===== config.mk =====
export PLATFORM = sky130hd
export DESIGN_NAME = capture_self_timer
export DESIGN_NICKNAME = d
export VERILOG_FILES = /design/src/rtl/capture_self_timer.sv
export SDC_FILE = /design/constraint.sdc
export NUM_CORES = 1
export LEC_CHECK = 0
export ABC_AREA = 1
export CORE_MARGIN = 8
export CORE_UTILIZATION = 55
export CTS_BUF_LIST = sky130_fd_sc_hd__clkbuf_4 sky130_fd_sc_hd__clkbuf_8
export CTS_CLUSTER_DIAMETER = 200
export DETAILED_ROUTE_END_ITERATION = 16
export GPL_TIMING_DRIVEN = 0
export PLACE_DENSITY = 0.79
export SYNTH_ARGS = -nofsm -noshare
export SYNTH_HDL_FRONTEND = slang
export SYNTH_SLANG_ARGS = --single-unit

===== constraint.sdc =====
create_clock -name i_clk -period 1.8 [get_ports i_clk]
set_clock_uncertainty 0.2 [all_clocks]
set_input_delay 0.18 -clock i_clk [delete_from_list [all_inputs] [get_ports i_clk]]
set_output_delay 0.18 -clock i_clk [all_outputs]
set_load 0.02 [all_outputs]

===== src/rtl/capture_self_timer.sv =====
// Five-bit seconds countdown for the capture path; o_tick/o_done/o_value are registered and change on the edge after the event.
// No backpressure: i_start is ignored while busy and i_abort always wins; nothing stalls upstream.
module capture_self_timer #(
    parameter int TICKS_PER_SEC = 50_000_000
) (
    input  logic       i_clk,
    input  logic       i_rst_n,
    input  logic       i_start,
    input  logic [4:0] i_load_val,
    input  logic       i_pause,
    input  logic       i_abort,
    output logic [4:0] o_value,
    output logic       o_busy,
    output logic       o_tick,
    output logic       o_done
);

    localparam int              PW         = $clog2(TICKS_PER_SEC);
    localparam logic [PW-1:0]   PRESC_TERM = PW'(TICKS_PER_SEC - 1);

    typedef enum logic {
        IDLE = 1'b0,
        RUN  = 1'b1
    } state_e;

    state_e          state_q, state_d;
    logic [PW-1:0]   presc_q, presc_d;
    logic [4:0]      value_q, value_d;
    logic            tick_q, tick_d;
    logic            done_q, done_d;

    always_ff @(posedge i_clk or negedge i_rst_n) begin
        if (!i_rst_n) begin
            state_q <= IDLE;
            presc_q <= '0;
            value_q <= '0;
            tick_q  <= 1'b0;
            done_q  <= 1'b0;
        end else begin
            state_q <= state_d;
            presc_q <= presc_d;
            value_q <= value_d;
            tick_q  <= tick_d;
            done_q  <= done_d;
        end
    end

    always_comb begin
        state_d = state_q;
        presc_d = presc_q;
        value_d = value_q;
        tick_d  = 1'b0;
        done_d  = 1'b0;
        unique case (state_q)
            IDLE: begin
                if (i_abort) begin
                    value_d = '0;
                end else if (i_start) begin
                    value_d = i_load_val;
                    presc_d = '0;
                    // A zero load completes immediately without ever running.
                    if (i_load_val != 5'd0) begin
                        state_d = RUN;
                    end else begin
                        done_d = 1'b1;
                    end
                end
            end
            RUN: begin
                if (i_abort) begin
                    state_d = IDLE;
                    value_d = '0;
                    presc_d = '0;
                end else if (presc_q == PRESC_TERM) begin
                    // Terminal count outranks pause; value is nonzero in RUN so no wrap.
                    presc_d = '0;
                    value_d = value_q - 5'd1;
                    tick_d  = 1'b1;
                    if (value_q == 5'd1) begin
                        done_d  = 1'b1;
                        state_d = IDLE;
                    end
                end else if (!i_pause) begin
                    presc_d = presc_q + PW'(1);
                end
            end
            default: state_d = IDLE;
        endcase
    end

    assign o_value = value_q;
    assign o_busy  = (state_q == RUN);
    assign o_tick  = tick_q;
    assign o_done  = done_q;

endmodule


* Word level (Yosys, flattened, before mapping) *
Cells that the tools add are included.
W data, S select, Z words.

storage, ports and cells
  input bits = 10
  bits in registers = 34
  output and inout bits = 8

operators by class
  reductions and logical operators = 3
  equal/unequal tests = 7
  muxes and demuxes = 28
  add/sub/neg operators = 2
  bitwise gates (word level) = 1

operators by type and width
  operator                 count
  $mux W26                 5
  $pmux W26 S2             1
  $add A26 B1 Y26 const B  1
  $eq A26 B26 Y1 const B   1
  $mux W5                  4
  $mux W1                  15
  $pmux W5 S2              1
  $eq A5 B1 Y1 const B     1
  $reduce_bool A5 Y1       1
  $sub A5 B1 Y5 const B    1
  $ne A2 B2 Y1 const B     2
  $ne A4 B3 Y1 const B     1
  $pmux W1 S2              2
  $ne A3 B2 Y1 const B     1
  $ne A3 B3 Y1 const B     1
  $reduce_and A3 Y1        1
  $reduce_and A2 Y1        1
  $not A1 Y1               1

* Logic depth before layout (Yosys ltp) *
Gate-level depths: netlist of run 1.

  word-level depth = 5
  depth in mapped cells = 12
  depth with buffers taken out = 11

* Worst setup path after synthesis of run 1 *
No wires, ideal clock.

  path type = register -> register
  from = register presc_q[0]
  to = register presc_q[19]
  path buffers = 2
  stages on the path, launching flop included = 13
  data arrival time = 1.531 ns
  setup time = 0.116 ns
  path slack = -0.047 ns
  period minus slack after synthesis = 1.847 ns
  cell sequence = dfrtp_1 > ha_1 > nand2_2 > nor2_4 > nand2_1 > nor2_2 > nand2_2 > nand3_2 > nand2_2 > buf_6 > buf_6 > nand2_1 > nand2_1

between the ends
  word-level cells in the longest chain between the ends = 5
  elaborated cells on any way between the ends = 8
  those cells by class = add/sub: 1; eq/ne: 2; mux: 4; reduce/logical: 1

RTL lines
  item                      line  source
  start: declaration        27    logic [PW-1:0] presc_q, presc_d;
  start signal: assignment  41    presc_q <= presc_d;
  $add A26 B1 Y26           84    presc_d = presc_q + PW'(1);
  $mux W26                  83    end else if (!i_pause) begin
  $mux W26                  74    end else if (presc_q == PRESC_TERM) begin
  $mux W26                  70    if (i_abort) begin
  $pmux W26 S2              54    unique case (state_q)

Parallel ways exist; a longest one is shown, timed or not. The select of a mux whose other input is x is not followed.
A chain may end at the register's enable or synchronous reset.

* Worst setup path after layout of run 1 *
  from = register presc_q[1]
  to = register presc_q[24]

Same word-level chain as after synthesis.

==> impl_results.md, run 1 <==
* Status: complete, but fails checks
* Failing checks: setup timing
* WL/cell at about 15 um
* WHS at between 0.2 and 0.3 ns
* Largest area contributor in the netlist: dfrtp_1
* Slew HR at 47.30%
* Fill cells at between 300 and 400
* Final ANT Viol Nets at 0
* Crit-path cells: ha_4, nand2_4, nor2_4, buf_4, nand2_1, inv_1, nand2_1, nand2_1, nand3_1, o21ai_1
* Die W at slightly above 80 um
* Setup TNS at -0.5715 ns
* Reg2Reg Capture Point: presc_q[24]
* Critical Path Source: presc_q[1]
* Pleak at between 1 and 1.5 nW
* I/O Pins at 18
* Mean area per synthesized cell at approximately 6.5 um2
* Number of synthesized flops with an enable pin at 0
* Final HPWL DP at 4486 um
* Final design utilization at 74.65%
* CORE AREA at between 4000 and 5000 um2
* Top-count cell post-synth: nand2_1
* Final hold vios at 0
* Synthesized cell area at between 2000 and 2500 um2
* Adder-Cell Fraction of Synth Area at approximately 1.6%
* CTS Buf Count at 5
* Fin crit period at about 1.9 ns
* RSZ-0062 raised after global routing: yes
* Area of the multi-input gates at around 1500 um2
* Initial DRC count at between 150 and 200
* Worst-Skew Late Latency at 0.30 ns
* Area growth syn-to-layout at 32.75%
* Die area at between 6000 and 7000 um2
* Worst min path class: primary input to asynchronous set/reset pin
* TritonCTS clock tree: done
* Synth unique cells at 27
* Synth Area in XOR/XNOR at 2.176%
* Core Rows at 24
* Fmax achieved at between 500 and 600 MHz
* Share of post-route cells with drive strength above 1 at 26.00%
* DRC errors left at 0
* PwrDens at approximately 620 nW/um2
* Slowest cell delay on critical path at around 0.40 ns
* First-pass GRT wire length at approximately 12000 um
* Clock Tree Buf Depth at 2
* Seq. cell area at 858.3 um2
* Via count at between 2k and 3k
* Crit Path Max Fanout at 4
* Yosys reg bits at 34
* NumNets Final at between 400 and 500
* Total gr overflow at 0
* Diode count at 0
* Buf+Inv Stages, Crit Path at 2
* Arrival @ worst endpoint at around 1.9 ns
* Root Buffer: clkbuf_8
* Asr flop ratio synth at between 90% and 100%
* VDD IR max at about 410 uV
* Crit path top cell by count: nand2_1
* Startpoint types: flop
* CTS sink cnt at 34
* Post-synth top area share at between 30% and 40%
* Slew @ Worst Pin at 0.7906 ns
* Simple-Gate Fraction of Synth Area at a little over two fifths
* Port Buffer Count at 17
* Compound-Gate Fraction of Synth Area at between 10% and 20%
* Mapped Cells at about 370
* Largest net degree at the start of global routing at 35
* Chip height at 82.26 um
* Initial Util at between 50% and 60%
* H-tree levels at 2
* Critical path's top delay family: simple AND/OR/NAND/NOR gates
* Synth cell count leaders: nand2_1, nor2_1, inv_1
* Total Routing Usage GR at between 20 and 25%
* Post-Route WL at between 7000 and 8000 um
* MaxCap Viol Count at 0
* Critical Path RT at 1.81 ns
* Reg2reg start: presc_q[1]
* Antenna violations before repair at 0
* Via density at about 5.5
* Reg2reg setup slack at -0.07 ns
* Slew Limit Fails at 0
* WS Path Type: flop to flop
* Final worst slack at -0.07424 ns
* Worst Setup End Kind: flop
* Number of global-route vias before repair at approximately 2.5k
* Tcrit/Tclk final at 104.1%
* Critical path's slowest cell: dfrtp_1
* R2R depth at 10
* Final setup fails at 20
* Sequential-to-total area share from yosys stat at between 30% and 40%
* DRT Pass-1 Iters at 5
* YS warnings at 0
* Worst-path clk slew at around 0.08 ns
* Predominant post-synthesis flop cell: dfrtp_1
* GPL Wtd Cong at 0.9540
* Mux cell area share after synthesis at 0%
* Synth top area cells: dfrtp_1, nand2_1, nor2_1, inv_1, nand3_1
* Net Count, Synth at between 300 and 400
* Largest family of logic cells by synthesized area: simple AND/OR/NAND/NOR gates
## flip-flops by register name (all words and copies together) (netlist names)
| signal | cells |
|---|---|
| o_busy | 1 |
| o_done | 1 |
| o_tick | 1 |
| o_value | 5 |
| presc_q | 26 |
## logic make-up (layout without fill, tap and decap cells)
family / after synthesis / in the layout
buf+inv: 47 / 100
simple gates: 241 / 241
flops: 34 / 34
fa+ha+maj: 3 / 3
xor+xnor: 6 / 6
compound gates: 43 / 43
## where the power goes
part | switching, mW | internal [mW] | total, mW | leakage (nW)
Combinational | 0.264 | 0.193 | 0.457 | 0.908
Clock | 0.314 | 0.408 | 0.722 | 0.0579
Sequential | 0.0323 | 0.792 | 0.824 | 0.456
Total | 0.610 | 1.39 | 2.00 | 1.42
## through the flow
step                      cells  setup slack (ns)  total power, mW  cell area [um2]
after CTS                   472          -0.03261            1.972             3013
after global routing        479           -0.1716            2.078             3206
after global placement      443           -0.4367            1.190             2656
after floorplan             374          -0.03090            1.042             2421
final                       479          -0.07424            2.003             3206
after detailed placement    443           -0.4533            1.193             2651
## cells in the final DEF (no fill, tap or decap), drive strengths merged, types with 6 or more instances in the layout
cell,n
nand3,29
inv,41
a21oi,6
clkdlybuf4s50,14
buf,34
dfrtp,34
nor2,64
o21ai,34
nand2,133
## routing by layer
| metal | part of all wire (%) | up-vias | GRT usage (%) |
|---|---|---|---|
| li1 | - | 1291 | - |
| met1 | 45 | 1223 | 29.48 |
| met2 | 46 | 88 | 33.99 |
| met3 | 6.4 | 17 | 4.654 |
| met4 | 2.8 | 0 | 8.772 |
| met5 | 0 | - | 0 |
## worst max path at each step
stage | to | slack, ns | depth (start not counted)
after detailed placement | presc_q[20] | -0.45 | 7
final | presc_q[24] | -0.07 | 10
after CTS | presc_q[16] | -0.03 | 13
after global placement | presc_q[18] | -0.44 | 1
after global routing | presc_q[24] | -0.17 | 9
after floorplan | presc_q[19] | -0.03 | 12
## area by class of cell
class,count,area share [%]
inverters,41,4.957
clock buffers,5,2.147
multi-input cells,293,47.89
repair buffers,45,12.80
plain buffers,6,2.147
clock inverters,3,1.249
well taps,52,2.030
flip-flops and latches,34,26.78
## repair_timing
item	4_1_cts	5_1_grt
buffers inserted	18	8
cloned	2	0
setup endpoints to repair	32	33
hold buffers	1	0
pin swaps	16	11
resized for setup	34	52
hold endpoints to repair	34	0
Power figures use the tool's default switching activity.
==> run 2, diff against run 1 <==
- CTS_CLUSTER_SIZE: unset -> 12
- PLACE_DENSITY: 0.79 -> unset
- PLACE_DENSITY_LB_ADDON: unset -> 0.15
==> run 2 against run 1 <==
Clock-buffer cell count increased by 2. The flow still finishes with violations (setup timing). Sequential share of layout area fell by 0.39 points. Via count rose by 1.6%. Critical endpoint is now presc_q[22].
==> impl_results.md, run 2 (synthesized netlist as in run 1, its figures left out) <==
* Status: complete, but fails checks
* Failing checks: setup timing
* Worst-path clk slew at around 0.070 ns
* Reg2reg setup slack at -0.09 ns
* Slew @ Worst Pin at 0.7808 ns
* RSZ-0062 raised after global routing: yes
* Clock Tree Buf Depth at 2
* CTS sink cnt at 34
* Slew Limit Fails at 0
* Pleak at ~1.4 nW
* Final design utilization at around 76%
* Pwr Total at around 1.9 mW
* Post-DP Area at 2651 um2
* MaxCap Viol Count at 0
* Post-Route WL at just over 7000 um
* Core Rows at 24
* DRT Pass-1 Iters at 5
* DRC errors left at 0
* Largest Register: presc_q
* Arrival @ worst endpoint at roughly 1.9 ns
* Max reg flops at 26
* Reg2Reg Capture Point: presc_q[22]
* Setup TNS at -1.660 ns
* Initial Util at about 56%
* H-tree levels at 2
* Final setup fails at 26
* Antenna violations before repair at 0
* End point of the critical path: presc_q[22]
* Critical Path RT at roughly 1.8 ns
* Crit Path Max Fanout at 10
* Largest net degree at the start of global routing at 35
* GPL Wtd Cong at between 0.9 and 1
* First-pass GRT wire length at about 11000 um
* CORE AREA at between 4000 and 5000 um2
* Final std cell area, no fill at roughly 3300 um2
* Startpoint types: flop
* Chip height at 82.26 um
* Most common cell after layout, fill and taps aside: nand2_1
* Critical Path Source: presc_q[1]
* WL/cell at roughly 15 um
* Total Routing Usage GR at a little over a fifth
* VDD IR max at 466.8 uV
* Fmax achieved at between 500 and 600 MHz
* Number of global-route vias before repair at 2465
* Total gr overflow at 0
* Die W at a little over 80 um
* Reg2reg start: presc_q[1]
* Root Buffer: clkbuf_8
* Share of post-route cells with drive strength above 1 at 26.74%
* Fill cells at around 300
* Most frequent cells in the layout: nand2_1, nor2_1, inv_1
* Fin crit period at between 1.5 and 2 ns
* WS Path Type: flop to flop
* NumNets Final at approximately 440
* Tcrit/Tclk final at 105.2%
* Die area at roughly 6800 um2
* Via density at approximately 5.5
* Area growth syn-to-layout at 35.08%
* CTS Buf Count at 5
* Worst Setup End Kind: flop
* Slew HR at a little under half
* Worst-Skew Late Latency at roughly 0.29 ns
* Final hold vios at 0
* Dpl ws at -0.5044 ns
* Diode count at 0
* PwrDens at ~590 nW/um2
* Final HPWL DP at between 4000 and 5000 um
* I/O Pins at 18
* R2R depth at 9
* Port Buffer Count at 17
* Via count at ~2.7k
* Worst min path class: primary input to asynchronous set/reset pin
* TritonCTS clock tree: done
* Initial DRC count at 242
* Final ANT Viol Nets at 0
* Final worst slack at -0.09353 ns
==> run 2: repair_timing <==
action	4_1_cts	5_1_grt
pin swaps	19	14
endpoints found under the setup margin	33	35
gates resized for setup	31	62
hold buffers	1	0
setup buffers	20	8
gates cloned	2	1
endpoints found under the hold margin	34	0
==> run 2: worst max-delay path, cell delays in order, from the launching register on <==
cell	delay (ns)
dfrtp_1	0.40
ha_4	0.17
nand2_4	0.06
nor2_1	0.23
nand2_1	0.18
nor2_4	0.15
nor2_4	0.07
buf_4	0.17
nand3_1	0.09
o21ai_2	0.07
==> run 2: how the worst min path moves through the flow <==
stage / to / slack [ns] / depth (start not counted)
after floorplan: o_busy / -0.32 / 0
after detailed placement: o_value[1] / 0.09 / 1
after global routing: o_busy / 0.34 / 3
after global placement: presc_q[1] / 0.31 / 2
after CTS: o_value[1] / 0.33 / 2
final: o_value[1] / 0.29 / 2
==> run 2: routing by layer <==
metal	part of all wire, %	global-route usage, %	vias to the layer above
met5	0	0	-
met4	3.1	9.649	0
met3	5.6	3.355	25
met2	48	34.85	111
met1	43	27.62	1226
li1	-	-	1299
==> run 2: per-stage QoR <==
step | cells | hold slack (ns)
6_report | 482 | 0.2894
2_1_floorplan | 374 | -0.3156
3_3_place_gp | 443 | 0.3131
5_1_grt | 482 | 0.3360
4_1_cts | 473 | 0.3264
3_5_place_dp | 443 | 0.08882
==> run 2: layout make-up <==
class	count	area, um2	area share [%]
Multi-Input combinational cell	294	1598	48.98
Clock inverter	1	5.005	0.1534
Clock buffer	7	90.09	2.762
Timing Repair Buffer	47	430.4	13.20
Inverter	41	157.7	4.833
Sequential cell	34	860.8	26.39
Buffer	6	55.05	1.688
Tap cell	52	65.06	1.995
==> run 2: report_power, final <==
part	internal [mW]	switching, mW
logic	0.215	0.283
registers	0.793	0.0347
clock network	0.324	0.289
